===== config.mk =====
export PLATFORM = sky130hd
export DESIGN_NAME = sub_bytes_pipe
export DESIGN_NICKNAME = d
export VERILOG_FILES = /design/src/rtl/sub_bytes_pipe.sv
export SDC_FILE = /design/constraint.sdc
export NUM_CORES = 1
export LEC_CHECK = 0
export ABC_AREA = 0
export BUFFER_PORTS_ARGS = -buffer_cell sky130_fd_sc_hd__clkbuf_2
export CAP_MARGIN = 5
export CELL_PAD_IN_SITES_DETAIL_PLACEMENT = 0
export CELL_PAD_IN_SITES_GLOBAL_PLACEMENT = 1
export CORE_ASPECT_RATIO = 1.25
export CORE_MARGIN = 1.5
export CORE_UTILIZATION = 48
export CTS_CLUSTER_DIAMETER = 200
export DETAILED_ROUTE_END_ITERATION = 10
export PLACE_DENSITY = 0.8
export SYNTH_ARGS = -nofsm -noshare
export SYNTH_HDL_FRONTEND = slang
export SYNTH_SLANG_ARGS = --single-unit
export TNS_END_PERCENT = 20

===== constraint.sdc =====
create_clock -name clk -period 11.23 [get_ports clk]
set_clock_uncertainty 0.2 [all_clocks]
set_input_delay 2.8075 -clock clk [delete_from_list [all_inputs] [get_ports clk]]
set_output_delay 2.8075 -clock clk [all_outputs]
set_load 0.02 [all_outputs]

===== src/rtl/sub_bytes_pipe.sv =====
`timescale 1ns/1ps
// sub_bytes_pipe: LANES parallel AES S-boxes (tower-field inverse), InvSubBytes too when SUBBYTES_INV_EN is defined.
// Latency: 2 cycles (d1 = input or inverse pre-affine, d2 = GF inverse plus optional forward affine).
// Backpressure: in_ready = !out_valid || out_ready; both stages stall together, no bubble collapsing.
module sub_bytes_pipe #(
    parameter int LANES = 4
) (
    input  logic               clk,
    input  logic               rst,
    input  logic               in_valid,
    output logic               in_ready,
    input  logic [8*LANES-1:0] in_data,
`ifdef SUBBYTES_INV_EN
    input  logic               in_inv,
`endif
    output logic               out_valid,
    input  logic               out_ready,
    output logic [8*LANES-1:0] out_data,
    output logic               busy
);

    // GF(16) uses x^4+x+1; GF(256) = GF(16)[y]/(y^2+y+LAMBDA), LAMBDA has trace 1 so it is irreducible.
    localparam logic [3:0] LAMBDA = 4'hE;

    function automatic logic [3:0] gf4_xtime(input logic [3:0] a);
        return {a[2:0], 1'b0} ^ {2'b00, a[3], a[3]};
    endfunction

    function automatic logic [3:0] gf4_mul(input logic [3:0] a, input logic [3:0] b);
        logic [3:0] a1, a2, a3;
        a1 = gf4_xtime(a);
        a2 = gf4_xtime(a1);
        a3 = gf4_xtime(a2);
        return ({4{b[0]}} & a) ^ ({4{b[1]}} & a1) ^ ({4{b[2]}} & a2) ^ ({4{b[3]}} & a3);
    endfunction

    // a^-1 = a^14 = a^2 * a^4 * a^8; maps 0 to 0.
    function automatic logic [3:0] gf4_inv(input logic [3:0] a);
        logic [3:0] a2, a4, a8;
        a2 = gf4_mul(a, a);
        a4 = gf4_mul(a2, a2);
        a8 = gf4_mul(a4, a4);
        return gf4_mul(gf4_mul(a2, a4), a8);
    endfunction

    function automatic logic [7:0] gf8c_mul(input logic [7:0] a, input logic [7:0] b);
        logic [3:0] hh;
        hh = gf4_mul(a[7:4], b[7:4]);
        return {hh ^ gf4_mul(a[7:4], b[3:0]) ^ gf4_mul(a[3:0], b[7:4]),
                gf4_mul(hh, LAMBDA) ^ gf4_mul(a[3:0], b[3:0])};
    endfunction

    // (ah*y + al)^-1 = (ah*d^-1)*y + (ah+al)*d^-1 with norm d = ah^2*LAMBDA + ah*al + al^2.
    function automatic logic [7:0] gf8c_inv(input logic [7:0] a);
        logic [3:0] ah, al, d_inv;
        ah    = a[7:4];
        al    = a[3:0];
        d_inv = gf4_inv(gf4_mul(gf4_mul(ah, ah), LAMBDA) ^ gf4_mul(ah, al) ^ gf4_mul(al, al));
        return {gf4_mul(ah, d_inv), gf4_mul(ah ^ al, d_inv)};
    endfunction

    // Linear map given as eight packed 8-bit columns: result = XOR of columns selected by v.
    function automatic logic [7:0] apply_cols(input logic [63:0] cols, input logic [7:0] v);
        return ({8{v[0]}} & cols[7:0])   ^ ({8{v[1]}} & cols[15:8])  ^
               ({8{v[2]}} & cols[23:16]) ^ ({8{v[3]}} & cols[31:24]) ^
               ({8{v[4]}} & cols[39:32]) ^ ({8{v[5]}} & cols[47:40]) ^
               ({8{v[6]}} & cols[55:48]) ^ ({8{v[7]}} & cols[63:56]);
    endfunction

    // Isomorphism into the tower: x^i maps to beta^i, beta a tower root of x^8+x^4+x^3+x+1.
    function automatic logic [63:0] find_map();
        logic [63:0] cols;
        logic [7:0]  b, b2, b3, b4, b5, b6, b7, b8;
        logic        found;
        cols  = 64'h0;
        found = 1'b0;
        for (int c = 2; c < 256; c++) begin
            b  = 8'(c);
            b2 = gf8c_mul(b, b);
            b3 = gf8c_mul(b2, b);
            b4 = gf8c_mul(b2, b2);
            b5 = gf8c_mul(b4, b);
            b6 = gf8c_mul(b4, b2);
            b7 = gf8c_mul(b4, b3);
            b8 = gf8c_mul(b4, b4);
            if (!found && (b8 ^ b4 ^ b3 ^ b ^ 8'h01) == 8'h00) begin
                found = 1'b1;
                cols  = {b7, b6, b5, b4, b3, b2, b, 8'h01};
            end
        end
        return cols;
    endfunction

    function automatic logic [63:0] invert_map(input logic [63:0] cols);
        logic [63:0] inv;
        logic [7:0]  img;
        inv = 64'h0;
        for (int a = 1; a < 256; a++) begin
            img = apply_cols(cols, 8'(a));
            case (img)
                8'h01:   inv[7:0]   = 8'(a);
                8'h02:   inv[15:8]  = 8'(a);
                8'h04:   inv[23:16] = 8'(a);
                8'h08:   inv[31:24] = 8'(a);
                8'h10:   inv[39:32] = 8'(a);
                8'h20:   inv[47:40] = 8'(a);
                8'h40:   inv[55:48] = 8'(a);
                8'h80:   inv[63:56] = 8'(a);
                default: ;
            endcase
        end
        return inv;
    endfunction

    localparam logic [63:0] TO_TOWER   = find_map();
    localparam logic [63:0] FROM_TOWER = invert_map(TO_TOWER);

    function automatic logic [7:0] gf_inv(input logic [7:0] a);
        return apply_cols(FROM_TOWER, gf8c_inv(apply_cols(TO_TOWER, a)));
    endfunction

    function automatic logic [7:0] fwd_affine(input logic [7:0] s);
        return s ^ {s[3:0], s[7:4]} ^ {s[4:0], s[7:5]} ^ {s[5:0], s[7:6]} ^ {s[6:0], s[7]} ^ 8'h63;
    endfunction

    function automatic logic [7:0] inv_pre_affine(input logic [7:0] s);
        return {s[1:0], s[7:2]} ^ {s[4:0], s[7:5]} ^ {s[6:0], s[7]} ^ 8'h05;
    endfunction

    logic               v1, v2, inv1, en, inv_sel;
    logic [8*LANES-1:0] d1, d2, d1_nxt, d2_nxt;

    assign en        = !v2 || out_ready;
    assign in_ready  = en;
    assign out_valid = v2;
    assign out_data  = d2;
    assign busy      = v1 || v2;

`ifdef SUBBYTES_INV_EN
    assign inv_sel = in_inv;

    always_ff @(posedge clk) begin
        if (rst) begin
            inv1 <= 1'b0;
        end else if (en) begin
            inv1 <= in_inv;
        end
    end
`else
    assign inv_sel = 1'b0;
    assign inv1    = 1'b0;
`endif

    for (genvar k = 0; k < LANES; k++) begin : g_lane
        logic [7:0] inv_byte;
        assign d1_nxt[8*k +: 8] = inv_sel ? inv_pre_affine(in_data[8*k +: 8]) : in_data[8*k +: 8];
        assign inv_byte         = gf_inv(d1[8*k +: 8]);
        assign d2_nxt[8*k +: 8] = inv1 ? inv_byte : fwd_affine(inv_byte);
    end

    // Data registers load on every advance; their contents only matter under the matching valid.
    always_ff @(posedge clk) begin
        if (rst) begin
            v1 <= 1'b0;
            v2 <= 1'b0;
            d1 <= '0;
            d2 <= '0;
        end else if (en) begin
            v1 <= in_valid && in_ready;
            v2 <= v1;
            d1 <= d1_nxt;
            d2 <= d2_nxt;
        end
    end

endmodule

# After elaboration in Yosys (flattened, before gate mapping)
# Index checks and enable logic that the tools add are counted.
[op_classes]
n_reduce_logical = 4
bitwise_logic = 472
[op_table]
columns = ["operator", "count"]
rows = [
  ["AND 4 bit", 160],
  ["bitwise XOR 4 bit", 140],
  ["bitwise XOR 4 x 2 -> 4 bit", 96],
  ["bitwise XOR 8 bit", 37],
  ["bitwise XOR 7 x 8 -> 8 bit", 7],
  ["bitwise XOR 8 x 6 -> 8 bit", 4],
  ["bitwise XOR 8 x 7 -> 8 bit", 4],
  ["bitwise XOR 1 x 7 -> 7 bit", 4],
  ["bitwise XOR 6 x 7 -> 7 bit", 4],
  ["bitwise XOR 7 x 6 -> 7 bit", 4],
  ["bitwise XOR 7 bit", 4],
  ["bitwise XOR 1 x 6 -> 6 bit", 4],
  ["NOT 4 bit", 4],
  ["logical OR 1 bit", 2],
  ["logical AND 1 bit", 1],
  ["logical NOT 1 bit", 1],
]
[totals]
out_inout_bits = 35
input_bits = 36
register_bits = 66
wordCells = 480

# Depth between registers and ports, before layout
# Gate-level depths: netlist of the first run.
[depth]
depth_word = 53
depth_mapped = 38
ltp_nobuf = 36

# Worst setup path before layout of the first run
# OpenSTA, ideal clock, no wires.
[synth_path]
path_kind = "register to register"
startpoint = "register d1[7]"
endpoint = "register d2[1] (netlist: out_data[1])"
stages_incl_launch_ff = 37
path_buffers = 3
t_arrival_ns = 8.636
t_required_ns = 10.901
synth_period_minus_slack_ns = 8.965
setup_slack_ns = 2.265
setup_time_ns = 0.129
path_cell_list = "dfxtp_1 -> buf_4 -> xnor2_1 -> xnor2_1 -> inv_1 -> ha_1 -> xor2_1 -> xnor2_1 -> xnor2_1 -> xnor3_1 -> ha_1 -> xnor3_1 -> or4_1 -> a21o_1 -> and2_1 -> clkbuf_1 -> ha_1 -> nand2_1 -> xor2_1 -> xnor2_1 -> ha_1 -> or3_1 -> a31oi_1 -> a221oi_1 -> xor2_1 -> or3_1 -> a211o_1 -> nand3_1 -> nor2b_1 -> buf_2 -> a21oi_1 -> nor3_1 -> xnor2_1 -> xnor3_1 -> xor3_1 -> nor2_1 -> nor3_1"
[synth_via]
elab_chain_cells = 46
word_cells_on_any_way = 112
classes_between = "bitwise (112)"
[synth_lines]
columns = ["item", "line_no", "text"]
rows = [
  ["start: declaration", "131", "logic [8*LANES-1:0] d1, d2, d1_nxt, d2_nxt;"],
  ["start signal: assignment", "171", "d1 <= d1_nxt;"],
  ["bitwise XOR 8 bit *", "67", "({8{v[6]}} & cols[55:48]) ^ ({8{v[7]}} & cols[63:56]);"],
  ["bitwise XOR 4 x 2 -> 4 bit", "26", "return {a[2:0], 1'b0} ^ {2'b00, a[3], a[3]};"],
  ["AND 4 bit / bitwise XOR 4 x 2 -> 4 bit (equally long branches)", "34, 26", ""],
  ["bitwise XOR 4 bit, or another cell as far along", "34", "return ({4{b[0]}} & a) ^ ({4{b[1]}} & a1) ^ ({4{b[2]}} & a2) ^ ({4{b[3]}} & a3);"],
  ["bitwise XOR 4 bit / AND 4 bit (equally long branches)", "34", ""],
  ["bitwise XOR 4 bit", "34", ""],
  ["bitwise XOR 4 x 2 -> 4 bit (2 in series)", "26", ""],
  ["bitwise XOR 4 bit / bitwise XOR 4 x 2 -> 4 bit (equally long branches)", "34, 26", ""],
  ["(+28 left out)", "n/a", ""],
  ["bitwise XOR 8 bit / bitwise XOR 8 x 7 -> 8 bit (equally long branches)", "65", "({8{v[2]}} & cols[23:16]) ^ ({8{v[3]}} & cols[31:24]) ^"],
  ["bitwise XOR 8 bit, on equally long branches", "66, 65", ""],
  ["bitwise XOR 8 bit", "66", "({8{v[4]}} & cols[39:32]) ^ ({8{v[5]}} & cols[47:40]) ^"],
  ["bitwise XOR 8 bit *", "67", ""],
  ["bitwise XOR 8 bit, on equally long branches", "123, 67", ""],
  ["bitwise XOR 8 bit (2 in series)", "123", "return s ^ {s[3:0], s[7:4]} ^ {s[4:0], s[7:5]} ^ {s[5:0], s[7:6]} ^ {s[6:0], s[7]} ^ 8'h63;"],
  ["bitwise XOR 8 bit *", "123", ""],
  ["NOT 4 bit (no source line) *", "n/a", ""],
  ["end signal: assignment", "172", "d2 <= d2_nxt;"],
  ["end: declaration", "131", ""],
]
# Mark *: on every way between the ends. The rest lies on a longest branch, timed or not.
# A chain may end at the register's enable or synchronous reset.

# Final worst setup path of the first run
[layout_path]
startpoint = "register d1[2]"
endpoint = "register d2[1] (netlist: out_data[1])"
[layout_via]
elab_chain_cells = 51
word_cells_on_any_way = 117
classes_between = "bitwise (117)"
[layout_lines]
columns = ["item", "line_no", "text"]
rows = [
  ["bitwise XOR 6 x 7 -> 7 bit *", "64", "return ({8{v[0]}} & cols[7:0]) ^ ({8{v[1]}} & cols[15:8]) ^"],
  ["bitwise XOR 7 bit *", "65", ""],
  ["bitwise XOR 7 x 6 -> 7 bit *", "65", ""],
  ["bitwise XOR 7 x 8 -> 8 bit *", "66", ""],
  ["bitwise XOR 8 x 6 -> 8 bit *", "66", ""],
  ["bitwise XOR 8 bit *", "67", ""],
  ["bitwise XOR 4 x 2 -> 4 bit", "26", ""],
  ["AND 4 bit / bitwise XOR 4 x 2 -> 4 bit (equally long branches)", "34, 26", ""],
  ["(+34 left out)", "n/a", ""],
  ["bitwise XOR 8 bit / bitwise XOR 8 x 7 -> 8 bit (equally long branches)", "65", ""],
  ["bitwise XOR 8 bit, on equally long branches", "66, 65", ""],
  ["bitwise XOR 8 bit", "66", ""],
  ["bitwise XOR 8 bit *", "67", ""],
  ["bitwise XOR 8 bit, on equally long branches", "123, 67", ""],
  ["bitwise XOR 8 bit (2 in series)", "123", ""],
  ["bitwise XOR 8 bit *", "123", ""],
  ["NOT 4 bit (no source line) *", "n/a", ""],
]
# Marks and branches as above.

==> results.md, run 1 <==
- Initial antenna violation count: 1
- Reg clk slew, reported paths: 0.06 ns
- Area of the multi-input gates: 0.0115 sq mm
- Worst Path Max Fanout: 16
- Tightest Hold Check Type: flop to flop
- # fillers: 2736
- Seq/Total Area, Yosys: 0.0984
- Hold Crit Depth: 2
- Rows: 68
- Worst-Skew Late Latency: 0.35 ns
- DR pass1 iterations: 5
- Layout cells sized above 1: 0.115
- Largest net degree at the start of global routing: slightly above 80
- Avg Inst Size Synth: 7.86 sq um
- Rel. slew slack: 0.318
- Routability cong.: 0.879
- Maxcap violations: 0
- Final Hold Fails: 0
- Period utilization: 0.905
- CTS sink count: 66
- RSZ-0062 raised after global routing: no
- Core area: about 0.028 sq mm
- Critical path type: flop to flop
- Max Slew Vio Count: 0
- CP Capture Type: flop
- Initial Util: 0.487
- Most frequent cells in the layout: 228 x xnor2_1, 205 x nand2_1, 167 x nor2_1
- Netlist cell types: 101
- Root Buffer: clkbuf_16
- DR vias/cell: roughly 5.6
- CP startpoint: d1[2]$_SDFFE_PP0N_
- Crit start category: flop
- CP dominant cell by count: xnor2_1
- Clock Tree Buf Depth: 2
- Netlist area before placement: between 0.01 and 0.015 sq mm
- Post-route setup slack: 1.07 ns
- Finished Layout Cells: about 2100
- Worst R2R Path Depth: 31
- Area growth, synth to finish: 6.50%
- Drt initial violations: about 480
- Via count: 11800
- Setup TNS: 0 ns
- Max Clock Freq: 98.4 MHz
- Synth warnings: 0
- First-pass GRT wire length: 54500 um
- Worst-Margin Slew: 1.02 ns
- Placed insts: 2071
- Die area: 0.0290 sq mm
- CP required: approximately 11 ns
- Crit-path slowest cell: dfxtp_1
- Crit path DAT: 10.17 ns
- Post-synth EDFFs: 0
- Worst r2r src: d1[2]$_SDFFE_PP0N_
- H-Tree Depth: 3
- Syn Inst Count: 1710
- Layout Nets: 1847
- Final critical-path required period: 10.16 ns
- Port Buf Inserts: 70
- HP Start: out_data[14]$_SDFFE_PP0N_
- Commonest non-fill, non-tap cell in the layout: xnor2_1
- Drt total wl: 32200 um
- Post-DP HPWL: approximately 25000 um
- DR WL/cell: 15.4 um
- Synthesized net count: 1825
- Floorplan die width: 153 um
- TritonCTS clock tree: yes
- Total grt overflow: 0
- TritonCTS Buffers: 9
- Dpl ws: between 0.6 and 0.7 ns
- Drt drc: 0
- I/O pins: 71
- Vias in the first global route: approximately 11000
- Final Setup Violations: 0
- Setup repair bufs after CTS: 0
- Die height: 190 um
- #FFs+latches synth: 66
- Sequential cell area: 0.00132 sq mm
- Ys async rst share: 0
- Status: complete, no violations
- Gr usage total: 0.223
- Largest stage delay on the critical path: approximately 0.76 ns
- Detail Route Antenna Nets: 0
- Post-synth top flop: dfxtp_1
[sequential cells by signal, summed over array words and instances, names as in the netlist]
register / count
d1: 32
out_data: 32
out_valid: 1
v1: 1
[final cells by class]
type	count	area share
multi-input combinational	1501	0.806
antenna	1	0.000175
clock inverter	6	0.00464
timing repair buffer	84	0.0318
tap	350	0.0306
inverter	70	0.0186
sequential	66	0.0924
clock buffer	10	0.0160
[kinds of logic (layout without fill, tap and decap cells)]
kind of cell	Yosys count	count (layout)	share of synthesized area
multiplexers	48	48	0.0401
other	0	1	0
adder cells (fa/ha/maj)	80	80	0.0743
AO/OA/AOI/OAI	330	330	0.168
buffers and inverters	143	170	0.0455
XOR/XNOR	414	414	0.349
AND/OR/NAND/NOR	629	629	0.224
flip-flops	66	66	0.0984
[repair_timing]
action                     in CTS  in global routing
resized for setup               0                  4
hold buffers                    0                  0
setup endpoints to repair       0                  7
[cell usage after synthesis (39+ instances only)]
master / number / area (sq um)
a21oi_1: 105 / 526
clkbuf_1: 39 / 146
dfxtp_1: 66 / 1320
ha_1: 79 / 988
inv_1: 53 / 199
nand2_1: 205 / 769
nand3_1: 41 / 205
nor2_1: 167 / 627
nor3_1: 44 / 220
xnor2_1: 229 / 2010
xnor3_1: 41 / 923
xor2_1: 100 / 876
[stage by stage]
stage	hold WS, ns	utilization	cell area (sq um)
after floorplan	0.241	-	13400
after global placement	0.241	0.507	14000
after detailed placement	0.250	0.507	14000
after CTS	0.258	0.518	14300
after global routing	0.279	0.519	14300
final	0.258	0.519	14300
[routing by layer]
metal | part of all wire | track usage | routed length, um | vias to the layer above
met5 | 0 | 0 | 0 | -
met4 | 0.021 | 0.0754 | 663 | 0
met3 | 0.019 | 0.0166 | 625 | 39
met2 | 0.52 | 0.418 | 16600 | 164
met1 | 0.44 | 0.266 | 14300 | 5542
li1 | - | - | - | 6045
[critical path, delay by kind of cell (launching register included)]
| kind | cells | cell delay, ns |
|---|---|---|
| multiplexers | 1 | 0.20 |
| AO/OA/AOI/OAI | 4 | 1.13 |
| buffers and inverters | 1 | 0.09 |
| adder cells (fa/ha/maj) | 3 | 0.96 |
| flip-flops | 1 | 0.76 |
| AND/OR/NAND/NOR | 9 | 1.97 |
| XOR/XNOR | 13 | 4.67 |
[path summary, 6_finish.rpt]
kind	to	slack (ns)
setup / recovery	out_data[1]$_SDFFE_PP0N_	1.07
hold / removal	out_data[14]$_SDFFE_PP0N_	0.26
setup reg to reg	out_data[1]$_SDFFE_PP0N_	1.07
hold reg to reg	out_data[14]$_SDFFE_PP0N_	0.26
Power of run 1 is left out: the tool's default activity adds up to more than one toggle a clock period on the data nets, which glitch-free logic cannot reach.
==> inputs of run 2 (changes only) <==
--- a/config.mk
+++ b/config.mk
@@ -6,7 +6,7 @@
 export NUM_CORES = 1
 export LEC_CHECK = 0
 export ABC_AREA = 0
-export BUFFER_PORTS_ARGS = -buffer_cell sky130_fd_sc_hd__clkbuf_2
+export BUFFER_PORTS_ARGS = -buffer_cell sky130_fd_sc_hd__buf_2
 export CAP_MARGIN = 5
 export CELL_PAD_IN_SITES_DETAIL_PLACEMENT = 0
 export CELL_PAD_IN_SITES_GLOBAL_PLACEMENT = 1
@@ -14,6 +14,7 @@
 export CORE_MARGIN = 1.5
 export CORE_UTILIZATION = 48
 export CTS_CLUSTER_DIAMETER = 200
+export CTS_CLUSTER_SIZE = 8
 export DETAILED_ROUTE_END_ITERATION = 10
 export PLACE_DENSITY = 0.8
 export SYNTH_ARGS = -nofsm -noshare
==> run 2 against run 1 <==
Net effect:
- critical path depth up 1
- flip-flop and latch count stayed put
- global-route usage barely moved
- clock-buffer cell count rose by 1
- final cell count about the same
- critical endpoint unchanged
- via count down 0.36%
- critical path type unchanged
- largest cell class unchanged
==> results.md, run 2 (synthesis results as in run 1) <==
- Status: complete, no violations
- TritonCTS clock tree: yes
- Largest net degree at the start of global routing: 81 (unchanged)
- Clock Tree Buf Depth: 2 (unchanged)
- H-Tree Depth: 3 (unchanged)
- TritonCTS Buffers: 9 (unchanged)
- Rel. slew slack: 0.344 (+0.0259)
- Drt drc: 0 (unchanged)
- Worst-Skew Late Latency: 0.35 ns (about the same)
- I/O pins: 71 (unchanged)
- Detail Route Antenna Nets: 0 (unchanged)
- Max Clock Freq: 97.5 MHz (-0.91%)
- Via count: 11700 (-0.36%)
- RSZ-0062 raised after global routing: no
- CTS sink count: 66 (unchanged)
- Final Hold Fails: 0 (unchanged)
- Crit start category: flop
- CP required: 11.24 ns (about the same)
- Period utilization: 0.913 (+0.00829)
- Floorplan die width: 153 um (unchanged)
- Final critical-path required period: 10.26 ns (+0.0931 ns)
- Rows: 68 (unchanged)
- Drt initial violations: 521 (+8.1%)
- Initial antenna violation count: 1 (unchanged)
- Worst-Margin Slew: 0.977 ns (-0.0386 ns)
- Port Buf Inserts: 70 (unchanged)
- CP dominant cell by count: xor2_1
- Total grt overflow: 0 (unchanged)
- Root Buffer: clkbuf_16
- DR vias/cell: 5.63 (-0.31%)
- First-pass GRT wire length: 54700 um (+0.42%)
- # resized after CTS: 0 (unchanged)
- Vias in the first global route: 11300 (+0.21%)
- Gr usage total: 0.223 (+0.000243)
- Setup TNS: 0 ns (unchanged)
- CTS Hold Buffers Added: 0 (unchanged)
- Tightest Hold Check Type: flop to flop
- Crit path DAT: 10.26 ns (+0.09 ns)
- Max Slew Vio Count: 0 (unchanged)
- DR WL/cell: 15.6 um (+0.84%)
- Maxcap violations: 0 (unchanged)
- Crit-path slowest cell: dfxtp_1
- Die height: 190 um (unchanged)
- Largest stage delay on the critical path: 0.79 ns (+0.03 ns)
- CP Capture Type: flop
- Die area: 0.0290 sq mm (unchanged)
- # diodes: 0 (-1)
- Layout Nets: 1847 (unchanged)
- Core area: 0.0276 sq mm (unchanged)
- Layout cells sized above 1: 0.114 (-0.00115)
- Initial Util: 0.487 (unchanged)
- Worst Path Max Fanout: 16 (unchanged)
- Setup repair bufs after CTS: 0 (unchanged)
- Reg clk slew, reported paths: 0.06 ns (about the same)
- DR pass1 iterations: 6 (+1)
- Area growth, synth to finish: 6.60% (about the same)
- Routability cong.: 0.869 (-1.1%)
- Critical path type: flop to flop
- Drt total wl: 32500 um (+0.80%)
- Post-DP HPWL: 25300 um (+0.60%)
- Commonest non-fill, non-tap cell in the layout: xnor2_1
- Most frequent cells in the layout: 228 x xnor2_1, 205 x nand2_1, 167 x nor2_1
- Final Setup Violations: 0 (unchanged)
-- run 2: cell type report --
class	instances	area (sq um)
fill	2759	13200
multi-input combinational	1501	11500
sequential	66	1320
timing repair buffer	84	455
tap	350	438
inverter	70	267
clock buffer	11	243
clock inverter	5	77.6
-- run 2: path summary, 6_finish.rpt --
path / from / end / slack, ns / cells past startpoint
setup / recovery: d1[4]$_SDFFE_PP0N_ / out_data[1]$_SDFFE_PP0N_ / 0.97 / 32
hold / removal: out_data[14]$_SDFFE_PP0N_ / out_data[14]$_SDFFE_PP0N_ / 0.25 / 2
setup reg to reg: d1[4]$_SDFFE_PP0N_ / out_data[1]$_SDFFE_PP0N_ / 0.97 / 32
hold reg to reg: out_data[14]$_SDFFE_PP0N_ / out_data[14]$_SDFFE_PP0N_ / 0.25 / 2
-- run 2: critical path: cells and delay by family, from the launching register on --
kind            cells  cell delay, ns
compound gates      3            0.45
xor+xnor           15            5.28
fa+ha+maj           4            1.19
flops               1            0.79
mux                 1            0.28
simple gates        9            1.89
-- run 2: metal layers --
layer  share of wire  vias up  GRT usage  wire length (um)
met5               0        -          0                 0
met2            0.53      175      0.431             17100
met1            0.44     5511      0.261             14200
li1                -     6030          -                 -
met3           0.024       32     0.0171               768
met4           0.014        0     0.0595               442
-- run 2: stage by stage --
stage                     setup WS [ns]  instances  hold WS, ns   util  cell area (sq um)
after global placement            0.862       2071        0.239  0.507              14000
after global routing             0.0758       2087        0.275  0.519              14300
final                             0.972       2087        0.253  0.519              14300
after CTS                         0.575       2087        0.253  0.519              14300
after detailed placement          0.623       2071        0.245  0.507              14000
after floorplan                    2.26       1710        0.241      -              13400
Power of run 2 is left out for the same reason.
==> inputs of run 3 (changes only) <==
--- a/config.mk
+++ b/config.mk
@@ -13,10 +13,9 @@
 export CORE_ASPECT_RATIO = 1.25
 export CORE_MARGIN = 1.5
 export CORE_UTILIZATION = 48
-export CTS_CLUSTER_DIAMETER = 200
 export CTS_CLUSTER_SIZE = 8
 export DETAILED_ROUTE_END_ITERATION = 10
-export PLACE_DENSITY = 0.8
+export PLACE_DENSITY_LB_ADDON = 0.1
 export SYNTH_ARGS = -nofsm -noshare
 export SYNTH_HDL_FRONTEND = slang
 export SYNTH_SLANG_ARGS = --single-unit
==> run 3 against run 2 <==
Net effect:
- cell area shrank 0.31%
- flip-flop and latch count is the same
- worst hold slack lost 0.0037 ns
- sequential share of layout area is essentially flat
- core utilization shrank 0.16 points
- die area is the same
==> results.md, run 3 (synthesis results as in run 1) <==
- Initial Util: 0.487 (unchanged)
- Rows: 68 (unchanged)
- TritonCTS clock tree: yes
- Drt initial violations: 573 (+10%)
- RSZ-0062 raised after global routing: no
- I/O pins: 71 (unchanged)
- # fillers: 2752 (-0.25%)
- # resized after CTS: 0 (unchanged)
- Routability cong.: 0.848 (-2.5%)
- Worst-Skew Late Latency: 0.35 ns (about the same)
- Tightest Hold Check Type: flop to flop
- Crit-path slowest cell: dfxtp_1
- Via count: 11700 (-0.57%)
- Final critical-path required period: 10.33 ns (+0.0703 ns)
- Root Buffer: clkbuf_16
- Reg clk slew, reported paths: 0.06 ns (about the same)
- Vias in the first global route: 11300 (-0.35%)
- Drt total wl: 32800 um (+1.0%)
- Max Slew Vio Count: 0 (unchanged)
- H-Tree Depth: 3 (unchanged)
- Core area: 0.0276 sq mm (unchanged)
- Commonest non-fill, non-tap cell in the layout: xnor2_1
- Period utilization: 0.920 (+0.00626)
- Detail Route Antenna Nets: 0 (unchanged)
- Gr usage total: 0.226 (+0.00329)
- Setup repair bufs after CTS: 0 (unchanged)
- DR vias/cell: 5.60 (-0.57%)
- Post-DP HPWL: 25500 um (+1.1%)
- Reg-to-Reg End: out_data[1]$_SDFFE_PP0N_
- WP buf/inv: 1 (+1)
- CP dominant cell by count: xnor2_1
- Largest net degree at the start of global routing: 81 (unchanged)
- Critical path type: flop to flop
- Critical Path Stages: 32 (unchanged)
- Largest stage delay on the critical path: 0.73 ns (-0.06 ns)
- Layout Nets: 1846 (-0.054%)
- Worst r2r src: d1[2]$_SDFFE_PP0N_
- Die area: 0.0290 sq mm (unchanged)
- Worst Path Max Fanout: 16 (unchanged)
- Area growth, synth to finish: 6.27%
- CP Capture Type: flop
- Area of the multi-input gates: 0.0115 sq mm (about the same)
- R2r setup slk: 0.90 ns (-0.07 ns)
- TritonCTS Buffers: 9 (unchanged)
- Port Buf Inserts: 70 (unchanged)
- Most frequent cells in the layout: 229 x xnor2_1, 205 x nand2_1, 167 x nor2_1
- Clock Tree Buf Depth: 2 (unchanged)
- Die height: 190 um (unchanged)
- Worst path top cell family by delay: XOR/XNOR gates
- Layout cells sized above 1: 0.112 (-0.00166)
- Drt drc: 0 (unchanged)
- Worst-Margin Slew: 0.978 ns (+0.00116 ns)
- Max Clock Freq: 96.8 MHz (-0.68%)
- DR pass1 iterations: 5 (-1)
- Worst R2R Path Depth: 32 (unchanged)
- Status: complete, no violations
- First-pass GRT wire length: 55300 um (+1.0%)
- CP startpoint: d1[2]$_SDFFE_PP0N_
- Rel. slew slack: 0.343 (-0.000778)
- CTS sink count: 66 (unchanged)
- DR WL/cell: 15.7 um (+1.0%)
- CTS Hold Buffers Added: 0 (unchanged)
- Maxcap violations: 0 (unchanged)
- CP Capture Point: out_data[1]$_SDFFE_PP0N_
- Final Setup Violations: 0 (unchanged)
- Sequential cell area: 0.00132 sq mm (unchanged)
- Initial antenna violation count: 1 (unchanged)
- Crit path DAT: 10.32 ns (+0.06 ns)
- Crit start category: flop
- Final Hold Fails: 0 (unchanged)
- Floorplan die width: 153 um (unchanged)
- Total grt overflow: 0 (unchanged)
- Setup TNS: 0 ns (unchanged)
- CP required: 11.23 ns (about the same)
-- run 3: worst min-delay path by stage --
stage,slack [ns],endpoint,depth (start not counted),start
after floorplan,0.24,v1$_SDFFE_PP0N_,2,v1$_SDFFE_PP0N_
after global placement,0.24,out_data[0]$_SDFFE_PP0N_,2,out_data[0]$_SDFFE_PP0N_
after detailed placement,0.25,out_data[22]$_SDFFE_PP0N_,2,out_data[22]$_SDFFE_PP0N_
after CTS,0.26,out_data[22]$_SDFFE_PP0N_,2,out_data[22]$_SDFFE_PP0N_
after global routing,0.28,out_data[4]$_SDFFE_PP0N_,2,out_data[4]$_SDFFE_PP0N_
final,0.25,out_data[0]$_SDFFE_PP0N_,2,out_data[0]$_SDFFE_PP0N_
-- run 3: layout make-up --
type	instances	share of cell area
multi-input cells	1501	0.806
clock inverters	5	0.00386
repair buffers	83	0.0314
diodes	1	0.000175
well taps	350	0.0307
inverters	70	0.0187
flip-flops and latches	66	0.0926
clock buffers	11	0.0163
-- run 3: layer usage --
layer | share of wire | vias up | global-route usage
met3 | 0.019 | 34 | 0.0155
met5 | 0 | - | 0
li1 | - | 6020 | -
met4 | 0.016 | 0 | 0.0573
met1 | 0.45 | 5494 | 0.270
met2 | 0.52 | 133 | 0.435
-- run 3: tightest hold or removal path, cell delays in order, from the launching register on --
cell     delay (ns)
dfxtp_1        0.30
nand2_1        0.05
a21oi_1        0.05
-- run 3: through the flow --
| step | instance area (sq um) | hold WS [ns] | instances | worst slack [ns] | util |
|---|---|---|---|---|---|
| 6_report | 14300 | 0.249 | 2087 | 0.902 | 0.518 |
| 2_1_floorplan | 13400 | 0.241 | 1710 | 2.26 | - |
| 3_5_place_dp | 14000 | 0.245 | 2070 | 0.898 | 0.507 |
| 3_3_place_gp | 14000 | 0.238 | 2070 | 1.12 | 0.507 |
| 5_1_grt | 14300 | 0.279 | 2087 | 0.000978 | 0.518 |
| 4_1_cts | 14300 | 0.255 | 2086 | 0.840 | 0.518 |
Power of run 3 is left out for the same reason.
